[config.mk]
export PLATFORM = sky130hd
export DESIGN_NAME = call_register
export DESIGN_NICKNAME = d
export VERILOG_FILES = /design/src/rtl/elevator_pkg.sv /design/src/rtl/press_edge.sv /design/src/rtl/call_register.sv
export SDC_FILE = /design/constraint.sdc
export NUM_CORES = 1
export LEC_CHECK = 0
export ABC_CLOCK_PERIOD_IN_PS = 5050
export CORE_UTILIZATION = 52
export DETAILED_ROUTE_END_ITERATION = 7
export PLACE_DENSITY = 0.88
export SLEW_MARGIN = 20
export SYNTH_ARGS = -nofsm -noshare
export SYNTH_HDL_FRONTEND = slang
export SYNTH_SLANG_ARGS = --single-unit
[constraint.sdc]
create_clock -name clk -period 5.05 [get_ports clk]
set_input_delay 0.7575 -clock clk [delete_from_list [all_inputs] [get_ports clk]]
set_output_delay 0.7575 -clock clk [all_outputs]
set_load 0.03 [all_outputs]
[src/rtl/elevator_pkg.sv]
// Shared elevator definitions: direction codes, door/motion levels and the
// floor-numbering rule (floor k lives at bit k-1 of every floor vector).
package elevator_pkg;

  localparam logic [1:0] DIR_IDLE = 2'b00;
  localparam logic [1:0] DIR_UP   = 2'b01;
  localparam logic [1:0] DIR_DN   = 2'b10;

  localparam logic ON    = 1'b1;
  localparam logic OFF   = 1'b0;
  localparam logic OPEN  = 1'b1;
  localparam logic CLOSE = 1'b0;
  localparam logic MOVE  = 1'b1;
  localparam logic HOLD  = 1'b0;

  function automatic int floor_to_bit(input int floor);
    return floor - 32'sd1;
  endfunction

endpackage

[src/rtl/press_edge.sv]
// Registered rising-edge detector: press goes high for one cycle, one clock
// after a 0->1 transition of btn relative to its previous sampled value.
module press_edge #(
  parameter int W = 7
) (
  input  logic         clk,
  input  logic         reset,
  input  logic [W-1:0] btn,
  output logic [W-1:0] press
);

  logic [W-1:0] prev_r;

  // Button history and registered edge pulse
  always_ff @(posedge clk) begin
    if (reset) begin
      prev_r <= {W{1'b0}};
      press  <= {W{1'b0}};
    end else begin
      prev_r <= btn;
      press  <= btn & ~prev_r;
    end
  end

endmodule

[src/rtl/call_register.sv]
// Latches hall/car button presses as pending calls, clears them on service and
// summarises calls relative to the car. Define CALL_CANCEL_EN for car-call cancel.
module call_register
  import elevator_pkg::*;
#(
  parameter int FLOORS  = 7,
  parameter int FLOOR_W = 3
) (
  input  logic               clk,
  input  logic               reset,
  input  logic [FLOORS-1:0]  hall_up_btn,
  input  logic [FLOORS-1:0]  hall_dn_btn,
  input  logic [FLOORS-1:0]  car_btn,
  input  logic [FLOOR_W-1:0] current_floor,
  input  logic [1:0]         current_direction,
  input  logic               door_open,
  input  logic               moving,
  output logic [FLOORS-1:0]  hall_up_call,
  output logic [FLOORS-1:0]  hall_dn_call,
  output logic [FLOORS-1:0]  car_call,
  output logic               call_above,
  output logic               call_below,
  output logic               call_here,
  output logic               serviced
);

  // Top floor has no up button, bottom floor has no down button.
  localparam logic [FLOORS-1:0] UP_MASK = {OFF, {(FLOORS-1){ON}}};
  localparam logic [FLOORS-1:0] DN_MASK = {{(FLOORS-1){ON}}, OFF};

  logic [FLOORS-1:0] hu_press_s, hd_press_s, car_press_s;
  logic [FLOORS-1:0] floor_oh_s, above_s, below_s, any_call_s;
  logic [FLOORS-1:0] clr_up_s, clr_dn_s, clr_car_s, cancel_s;
  logic [FLOORS-1:0] hu_next_s, hd_next_s, car_next_s;
  logic              floor_ok_s, service_s, serviced_next_s;

  press_edge #(.W(FLOORS)) u_hu_edge (
    .clk   (clk),
    .reset (reset),
    .btn   (hall_up_btn),
    .press (hu_press_s)
  );

  press_edge #(.W(FLOORS)) u_hd_edge (
    .clk   (clk),
    .reset (reset),
    .btn   (hall_dn_btn),
    .press (hd_press_s)
  );

  press_edge #(.W(FLOORS)) u_car_edge (
    .clk   (clk),
    .reset (reset),
    .btn   (car_btn),
    .press (car_press_s)
  );

  // Floor decode: one-hot position plus above/below masks, empty when out of range
  always_comb begin
    floor_ok_s = (int'(current_floor) >= 32'sd1) && (int'(current_floor) <= FLOORS);
    floor_oh_s = {FLOORS{1'b0}};
    above_s    = {FLOORS{1'b0}};
    below_s    = {FLOORS{1'b0}};
    for (int i = 0; i < FLOORS; i++) begin
      floor_oh_s[i] = floor_ok_s && (i == floor_to_bit(int'(current_floor)));
      above_s[i]    = floor_ok_s && (i >  floor_to_bit(int'(current_floor)));
      below_s[i]    = floor_ok_s && (i <  floor_to_bit(int'(current_floor)));
    end
  end

  assign any_call_s = hall_up_call | hall_dn_call | car_call;
  assign call_above = |(any_call_s & above_s);
  assign call_below = |(any_call_s & below_s);
  assign call_here  = |(any_call_s & floor_oh_s);

  // Service clears: car call always, hall calls by travel direction
  always_comb begin
    service_s = floor_ok_s && (door_open == OPEN) && (moving == HOLD);
    clr_up_s  = {FLOORS{1'b0}};
    clr_dn_s  = {FLOORS{1'b0}};
    clr_car_s = {FLOORS{1'b0}};
    if (service_s) begin
      clr_car_s = floor_oh_s;
      case (current_direction)
        DIR_UP:   clr_up_s = floor_oh_s;
        DIR_DN:   clr_dn_s = floor_oh_s;
        DIR_IDLE: begin
          clr_up_s = floor_oh_s;
          clr_dn_s = floor_oh_s;
        end
        default: begin
          clr_up_s = {FLOORS{1'b0}};
          clr_dn_s = {FLOORS{1'b0}};
        end
      endcase
    end else begin
      clr_car_s = {FLOORS{1'b0}};
    end
  end

`ifdef CALL_CANCEL_EN
  assign cancel_s = car_press_s & car_call;
`else
  assign cancel_s = {FLOORS{1'b0}};
`endif

  // Clear dominates a same-cycle press; cancels never count as service
  always_comb begin
    hu_next_s       = (hall_up_call | hu_press_s) & ~clr_up_s & UP_MASK;
    hd_next_s       = (hall_dn_call | hd_press_s) & ~clr_dn_s & DN_MASK;
    car_next_s      = (car_call | car_press_s) & ~(clr_car_s | cancel_s);
    serviced_next_s = |((hall_up_call & clr_up_s) |
                        (hall_dn_call & clr_dn_s) |
                        (car_call & clr_car_s));
  end

  // Call registers and service pulse
  always_ff @(posedge clk) begin
    if (reset) begin
      hall_up_call <= {FLOORS{1'b0}};
      hall_dn_call <= {FLOORS{1'b0}};
      car_call     <= {FLOORS{1'b0}};
      serviced     <= 1'b0;
    end else begin
      hall_up_call <= hu_next_s;
      hall_dn_call <= hd_next_s;
      car_call     <= car_next_s;
      serviced     <= serviced_next_s;
    end
  end

endmodule

* Word level (Yosys, flattened, before mapping) *
Cells that the tools add are included.

cells by class
  muxes and demuxes = 5
  magnitude comparators = 15
  equal/unequal tests = 8
  bitwise operators = 26
  reductions and logical operators = 31
  add/sub/neg operators = 1

operators with widths
  operator                                                              count
  7-bit bitwise AND                                                     9
  7-bit two-way mux                                                     5
  7-bit OR                                                              5
  32-bit zero test                                                      1
  7-bit NOT                                                             4
  7-bit OR reduction                                                    4
  1-bit logical AND                                                     23
  6-bit bitwise AND                                                     2
  4-bit equality test, first input constant                             3
  4-bit > comparator, first input constant                              3
  4-bit < comparator, first input constant                              3
  6-bit NOT                                                             2
  3-bit by 4-bit equality test with 1-bit output, first input constant  2
  3-bit by 4-bit > comparator with 1-bit output, first input constant   2
  3-bit by 4-bit < comparator with 1-bit output, first input constant   2
  6-bit by 7-bit bitwise AND with 7-bit output                          1
  6-bit by 7-bit OR with 7-bit output                                   1
  6-bit OR                                                              1
  2-bit by 4-bit equality test with 1-bit output, first input constant  1
  1-bit by 4-bit > comparator with 1-bit output, first input constant   1
  2-bit by 4-bit > comparator with 1-bit output, first input constant   1
  1-bit by 4-bit < comparator with 1-bit output, first input constant   1
  2-bit by 4-bit < comparator with 1-bit output, first input constant   1
  2-bit OR reduction                                                    2
  other kinds (6)                                                       6

word-level totals
  output and inout port bits = 25
  input port bits = 30
  word-level logic and storage cells = 97
  register bits = 61

* Longest topological paths before layout *
Gate-level depths: netlist of the first run.

  word-level depth = 9
  gate-level depth with buffers = 12
  mapped depth without buffers = 10

* Cells and area by module *
From an unflattened synthesis of the first run, not the netlist that was laid out.

unflattened totals
  cells, all modules = 246
  area total of the unflattened synthesis = 2555.0 µm²

by module, submodules not included
  module         instances  cells each  seq. area each (µm²)  area each (µm²)
  press_edge     3          29          280.3                 426.7
  call_register  1          159         400.4                 1275.0

* Worst setup path after synthesis of the first run *
Ideal clock, no wire load.

  path type = input -> output
  from = in current_floor[0]
  to = out call_here
  path slack = 1.573 ns
  data required time = 4.293 ns
  path buffers = 2
  data arrival time = 2.720 ns
  stages on the path = 12
  path through = inv_1 > ha_1 > ha_1 > buf_2 > buf_2 > nand3_1 > inv_1 > ha_1 > o21ai_0 > o21ai_0 > a21oi_1 > a31oi_1

on the way
  word-level cells in the longest chain between the ends = 5
  elaborated cells between the ends (all ways) = 18
  classes of those cells = 1 x add/sub; 1 x order compare; 6 x eq/ne; 1 x bitwise; 9 x reduce/logical

RTL lines
  what                                            line                 source
  from (decl)                                     call_register.sv:14  input logic [FLOOR_W-1:0] current_floor,
  3-bit by 1-bit subtractor with 4-bit output     elevator_pkg.sv:17   return floor - 32'sd1;
  32-bit zero test, or another cell as far along  call_register.sv:65  floor_oh_s[i] = floor_ok_s && (i == floor_to_bit(int'(current_floor)));
  1-bit logical AND                               call_register.sv:65
  7-bit bitwise AND *                             call_register.sv:74  assign call_here = |(any_call_s & floor_oh_s);
  7-bit OR reduction *                            call_register.sv:74
  to (decl)                                       call_register.sv:23  output logic call_here,

Mark *: on every way between the ends. The rest lies on a longest branch, timed or not.

* Final worst setup path of the first run *
Ends and elaborated chain as after synthesis.

==> results of run 1 <==
==> cell usage in the layout, fill, tap and decap left out, types with 2 or more instances in the layout <==
master | synthesis | final
dfxtp_1 | 58 | 58
clkdlybuf4s50_1 | 0 | 50
nor2b_1 | 39 | 39
nor2_1 | 27 | 27
nor3_1 | 15 | 15
o21ai_0 | 9 | 9
clkbuf_8 | 0 | 9
inv_1 | 8 | 8
ha_1 | 8 | 8
a21oi_1 | 7 | 7
a211oi_1 | 7 | 7
nand3_1 | 5 | 5
nand2b_1 | 5 | 5
a311oi_1 | 5 | 5
a31oi_1 | 4 | 4
o22ai_1 | 3 | 3
clkinv_2 | 0 | 3
bufinv_16 | 0 | 3
a211o_1 | 2 | 2
o31ai_1 | 2 | 2
and2_1 | 2 | 2
a211oi_2 | 2 | 2
a22oi_1 | 2 | 2
a221oi_1 | 2 | 2
conb_1 | 1 | 2
buf_4 | 2 | 2
==> path summary, 6_finish.rpt <==
path / from / endpoint / cells after the start / slack (ns)
worst min register to register: u_hu_edge.prev_r[2]$_SDFF_PP0_ / u_hu_edge.press[2]$_SDFF_PP0_ / 1 / 0.38
worst min-delay path: u_hu_edge.prev_r[2]$_SDFF_PP0_ / u_hu_edge.press[2]$_SDFF_PP0_ / 1 / 0.38
worst max register to register: car_call[5]$_SDFF_PP0_ / serviced$_SDFF_PP0_ / 5 / 3.71
worst max-delay path: current_floor[0] / call_here / 12 / 0.61
==> area by class of cell <==
class / instances / area [um^2]
inverter: 10 / 42.5
tap: 50 / 62.6
fill: 296 / 1070
sequential: 58 / 1160
clock buffer: 10 / 128
multi-input combinational: 163 / 1030
clock inverter: 6 / 105
timing repair buffer: 52 / 515
==> sequential cells by signal (all words and copies together), names as in the netlist <==
name,count
u_car_edge.prev_r,7
u_hd_edge.press,6
car_call,7
hall_dn_call,6
hall_up_call,6
u_car_edge.press,7
u_hd_edge.prev_r,6
u_hu_edge.prev_r,6
u_hu_edge.press,6
serviced,1
==> logic make-up after synthesis <==
family	count (synthesis)	share of synthesized area
simple gates	101	0.240
flops	58	0.509
compound gates	51	0.160
buf+inv	19	0.0411
fa+ha+maj	8	0.0439
mux	1	0.00439
other cells	1	0.00164
==> Yosys cell counts <==
library cell  number
and3_1             1
clkinv_4           1
inv_1              8
ha_1               8
nor4_1             1
nor2_2             1
o21a_1             1
nand2_1            1
dfxtp_1           58
o31ai_1            2
nor2b_1           39
nand3_1            5
nand3b_1           1
o2111ai_1          1
o221ai_1           1
a21oi_1            7
a211o_1            2
nor2_1            27
o22ai_1            3
buf_4              2
a21oi_2            1
nor3_1            15
a221oi_1           2
o21ai_0            9
conb_1             1
a22oi_2            1
clkinv_1           1
nor4bb_1           1
clkbuf_1           3
buf_2              2
buf_1              1
a22oi_1            2
or3_1              1
a211oi_1           7
buf_6              1
a211oi_2           2
o41ai_1            1
and2_1             2
and3_4             1
a311oi_1           5
nand2b_1           5
a31oi_1            4
mux2i_1            1
==> layer usage <==
layer	up-vias	routed length (um)
li1	947	-
met1	868	2280
met2	66	2450
met5	-	0
met4	0	160
met3	15	281
==> through the flow <==
stage / power, uW / utilization / cells / cell area, um^2 / hold slack [ns]
finish: 1180 / 0.740 / 349 / 3040 / 0.380
global route: 1230 / 0.740 / 349 / 3040 / 0.393
CTS: 1190 / 0.740 / 349 / 3040 / 0.381
detailed placement: 695 / 0.683 / 333 / 2810 / 0.373
global placement: 692 / 0.683 / 333 / 2810 / 0.371
floorplan: 620 / - / 240 / 2280 / 0.367
==> worst register-to-register path, stage by stage, from the launching register on <==
cell and delay [ns]:
dfxtp_1 0.41, nor4bb_1 0.30, a31oi_1 0.09, nand3_1 0.10, a221oi_1 0.07, o41ai_1 0.26
==> power groups by stage <==
stage / clock network (uW) / registers, uW / logic [uW]
global placement: 0 / 510 / 182
CTS: 506 / 501 / 186
floorplan: 0 / 528 / 92.2
global route: 527 / 504 / 203
finish: 496 / 501 / 186
detailed placement: 0 / 511 / 184
==> flow_summary.ini, run 1 <==
[status]
status = finished, final reports clean

[global_route]
grt_pass1_wl_um = 8340
grt_pass1_vias = 1813
grt.busiest_layer = met2
antenna_found_initial = 0
gr-total-overflow = 0
grt_use_total = 0.257
grtUsageMet1 = 0.314
grt_max_degree = 42
use_met3 = 0.0633
grt_util_met2 = 0.404

[pwr]
p_leak_uw = 0.00119
pwr-share-clk = 0.419
power_switching_uw = 291
irDropWorstVdd_v = 0.000271
p_per_area_nw_per_um2 = 389
internal-power_uw = 893
p_comb_frac = 0.157
p_seq_frac = 0.424
switching_share = 0.246

[yosys]
syn_avg_cell_area_um2 = 9.54
yosysTopAreaCell = dfxtp_1
ys_seq_area_frac = 0.509
synth_top_cell_area_share = 0.509
synth_area_um2 = 2280
yosys-top-cells-area = dfxtp_1 51%, nor2b_1 11%, nor2_1 4.4%
synth_cells = 239
yosys_register_bits = 58
synth_cell_types = 43
ys_warn_count = 0

[cts]
post_cts_buffers = 0
clock_sinks = 58
cts_tree = yes
clk_pin_slew_ns = 0.06
cts_root_buffer = clkbuf_8
cts-resized-gates = 0
clock_latency_ns = 0.33
cts_max_level = 3
clock_path_buffers = 2
cts_made_buffers = 9
hold_buffers = 0

[detailed_routing]
first_pass_iters = 4
drc = 0
vias_per_cell = 5.43
initialDrtViolationCount = 74
ant_nets = 0
wl_per_cell_um = 14.8
dr_total_vias = 1896
drt_wl_total_um = 5170

[placed_design]
globalplace.congestion = 0.902
io_buffers = 50
dp_hpwl_um = 3670
pre_cts_ws_ns = 0.673

[timing]
fin_crit_sh = 0.880
slew_violations = 0
setup_slack_ns = 0.606
fmax_ghz = 0.225
worstMarginPinSlew_ns = 0.589
rsz0062_at_grt = no
finalHoldViolations = 0
skew_ns = 0.00480
slew_headroom = 0.604
final-setup-viol-count = 0
fin_tns_setup_ns = 0
layout_min_cycle_time_ns = 4.44

[setup_path]
cpLargestDelayFamily = buffers and inverters
cp-start-kind = input pin
critPathMostFrequentCell = ha_1
end_kind = output pin
path_class = input pin to output pin
crit_fanout = 7
slowest_delay_ns = 0.70
crit_required_ns = 4.29
worstPathCellList = clkdlybuf4s50_1 -> inv_1 -> ha_1 -> ha_1 -> nand3_1 -> inv_1 -> ha_1 -> o21ai_0 -> o21ai_0 -> a21oi_1 -> a31oi_1 -> clkdlybuf4s50_1
cp_slowest_cell = clkdlybuf4s50_1
cp.arrival_ns = 3.69
cp.buffers_inverters = 4

[die]
die-area_um2 = 4660
start_util = 0.554
core_um2 = 4120
rows = 23
die_w_um = 68.2
ios = 55
dieHeight_um = 68.2

[layout]
insertedDiodeCount = 0
area_growth_pct = 33.5
final_layout_size_suffix_gt1_frac = 0.0803
final_nets = 332

[hold_path]
hp-class = register to register

[job]
drv_cap = 0
No activity file was read; power rests on OpenSTA's default activity.
==> run 2: changes to the inputs <==
CAP_MARGIN = 20   (was default)
GPL_TIMING_DRIVEN = 0   (was default)
==> flow_summary.ini, run 2 (synthesized netlist as in run 1, its figures left out) <==
[detailed_routing]
wl_per_cell_um = 15.5
vias_per_cell = 5.33
drc = 0
ant_nets = 0
dr_total_vias = 1892
drt_wl_total_um = 5510
initialDrtViolationCount = 147
first_pass_iters = 4

[cts]
cts_root_buffer = clkbuf_8
cts_tree = yes
clock_path_buffers = 2
clk_pin_slew_ns = 0.06
cts_max_level = 3
clock_latency_ns = 0.33
hold_buffers = 0
clock_sinks = 58
cts_made_buffers = 9

[job]
drv_cap = 0

[setup_path]
crit_fanout = 10
reg2reg_depth = 5
reg2reg_to = serviced$_SDFF_PP0_
worst_setup_path_startpoint = current_floor[0]
cp-start-kind = input pin
rrSetupSlack_ns = 3.65
endpoint = call_below
crit_required_ns = 4.29
timing.rr.start = car_call[5]$_SDFF_PP0_
cp.arrival_ns = 3.83
path_class = input pin to output pin
end_kind = output pin

[hold_path]
hp-class = register to register

[global_route]
grt_pass1_wl_um = 9010
grt_use_total = 0.274
grt_util_met2 = 0.434
grtUsageMet1 = 0.346
antenna_found_initial = 0
grt_pass1_vias = 1858
use_met3 = 0.0800
grt.busiest_layer = met2
grt_max_degree = 11
gr-total-overflow = 0

[die]
start_util = 0.554
core_um2 = 4120
rows = 23
die_w_um = 68.2
die-area_um2 = 4660
dieHeight_um = 68.2
ios = 55

[timing]
fin_tns_setup_ns = 0
final-setup-viol-count = 0
rsz0062_at_grt = no
fin_crit_sh = 0.908
layout_min_cycle_time_ns = 4.59
finalHoldViolations = 0
slew_violations = 0
skew_ns = 0.00828
fmax_ghz = 0.218
worstMarginPinSlew_ns = 0.686
slew_headroom = 0.539

[layout]
insertedDiodeCount = 0
final_nets = 339
final_layout_size_suffix_gt1_frac = 0.0852
reg_top3 = car_call: 7 flops, u_car_edge.press: 7 flops, u_car_edge.prev_r: 7 flops
layout_common_cells = 58 x dfxtp_1, 49 x clkdlybuf4s50_1, 39 x nor2b_1
area_growth_pct = 32.0
final_common_cell = dfxtp_1
fin_util = 0.732

[pwr]
p_leak_uw = 0.00117
p_per_area_nw_per_um2 = 345
irDropWorstVdd_v = 0.000276

[placed_design]
globalplace.congestion = 0.938
dp_hpwl_um = 4040
io_buffers = 50

[status]
status = finished, final reports clean
[run 2: cell count changes in the layout (fill, tap and decap cells not counted), moves of 2 or more]
| cell | before | now |
|---|---|---|
| buf_2 | 0 | 2 |
| bufinv_16 | 3 | 0 |
| clkbuf_1 | 1 | 4 |
| clkinvlp_4 | 0 | 3 |
[run 2: critical path, cell delays in order]
cell             delay (ns)
clkdlybuf4s50_1        0.61
inv_1                  0.10
ha_1                   0.28
ha_1                   0.29
buf_2                  0.18
buf_2                  0.21
nand3_1                0.13
inv_1                  0.05
ha_1                   0.26
o21ai_0                0.09
a31oi_1                0.17
clkdlybuf4s50_1        0.69
[run 2: cell type report]
class / count / area (um^2)
Tap cell: 50 / 62.6
Clock inverter: 5 / 32.5
Timing Repair Buffer: 50 / 503
Buffer: 9 / 51.3
Multi-Input combinational cell: 163 / 1030
Sequential cell: 58 / 1160
Clock buffer: 10 / 128
Inverter: 10 / 42.5
Fill cell: 319 / 1100
[run 2: how the worst min path moves through the flow]
stage                                          startpoint                        endpoint  cells past startpoint
after floorplan           u_car_edge.prev_r[0]$_SDFF_PP0_  u_car_edge.press[0]$_SDFF_PP0_                      1
after global placement    u_car_edge.prev_r[2]$_SDFF_PP0_  u_car_edge.press[2]$_SDFF_PP0_                      1
after detailed placement   u_hd_edge.prev_r[2]$_SDFF_PP0_   u_hd_edge.press[2]$_SDFF_PP0_                      1
after CTS                  u_hd_edge.prev_r[2]$_SDFF_PP0_   u_hd_edge.press[2]$_SDFF_PP0_                      1
after global routing      u_car_edge.prev_r[6]$_SDFF_PP0_  u_car_edge.press[6]$_SDFF_PP0_                      1
final                      u_hd_edge.prev_r[2]$_SDFF_PP0_   u_hd_edge.press[2]$_SDFF_PP0_                      1
[run 2: metrics by stage]
stage / std cells / instance area [um^2] / setup WS, ns / hold slack [ns] / power [uW]
floorplan: 240 / 2280 / 1.57 / 0.367 / 620
detailed placement: 340 / 2850 / 0.254 / 0.371 / 701
global placement: 340 / 2850 / 0.247 / 0.370 / 697
CTS: 355 / 3010 / 0.258 / 0.380 / 1040
finish: 355 / 3010 / 0.463 / 0.381 / 1040
global route: 355 / 3010 / 0.268 / 0.391 / 1090
[run 2: timing repair]
| action | CTS | global route |
|---|---|---|
| endpoints found under the setup margin | 0 | 1 |
| gates resized for setup | 0 | 1 |
| buffers inserted | 0 | 0 |
[run 2: power breakdown]
part,switching [uW],internal (uW)
combinational,106,84.2
sequential,16.5,485
clock,174,173
[run 2: per-layer routing]
metal | vias to the layer above | share of wire
met5 | - | 0
met4 | 0 | 0.014
met3 | 6 | 0.048
met2 | 52 | 0.47
met1 | 874 | 0.46
li1 | 960 | -
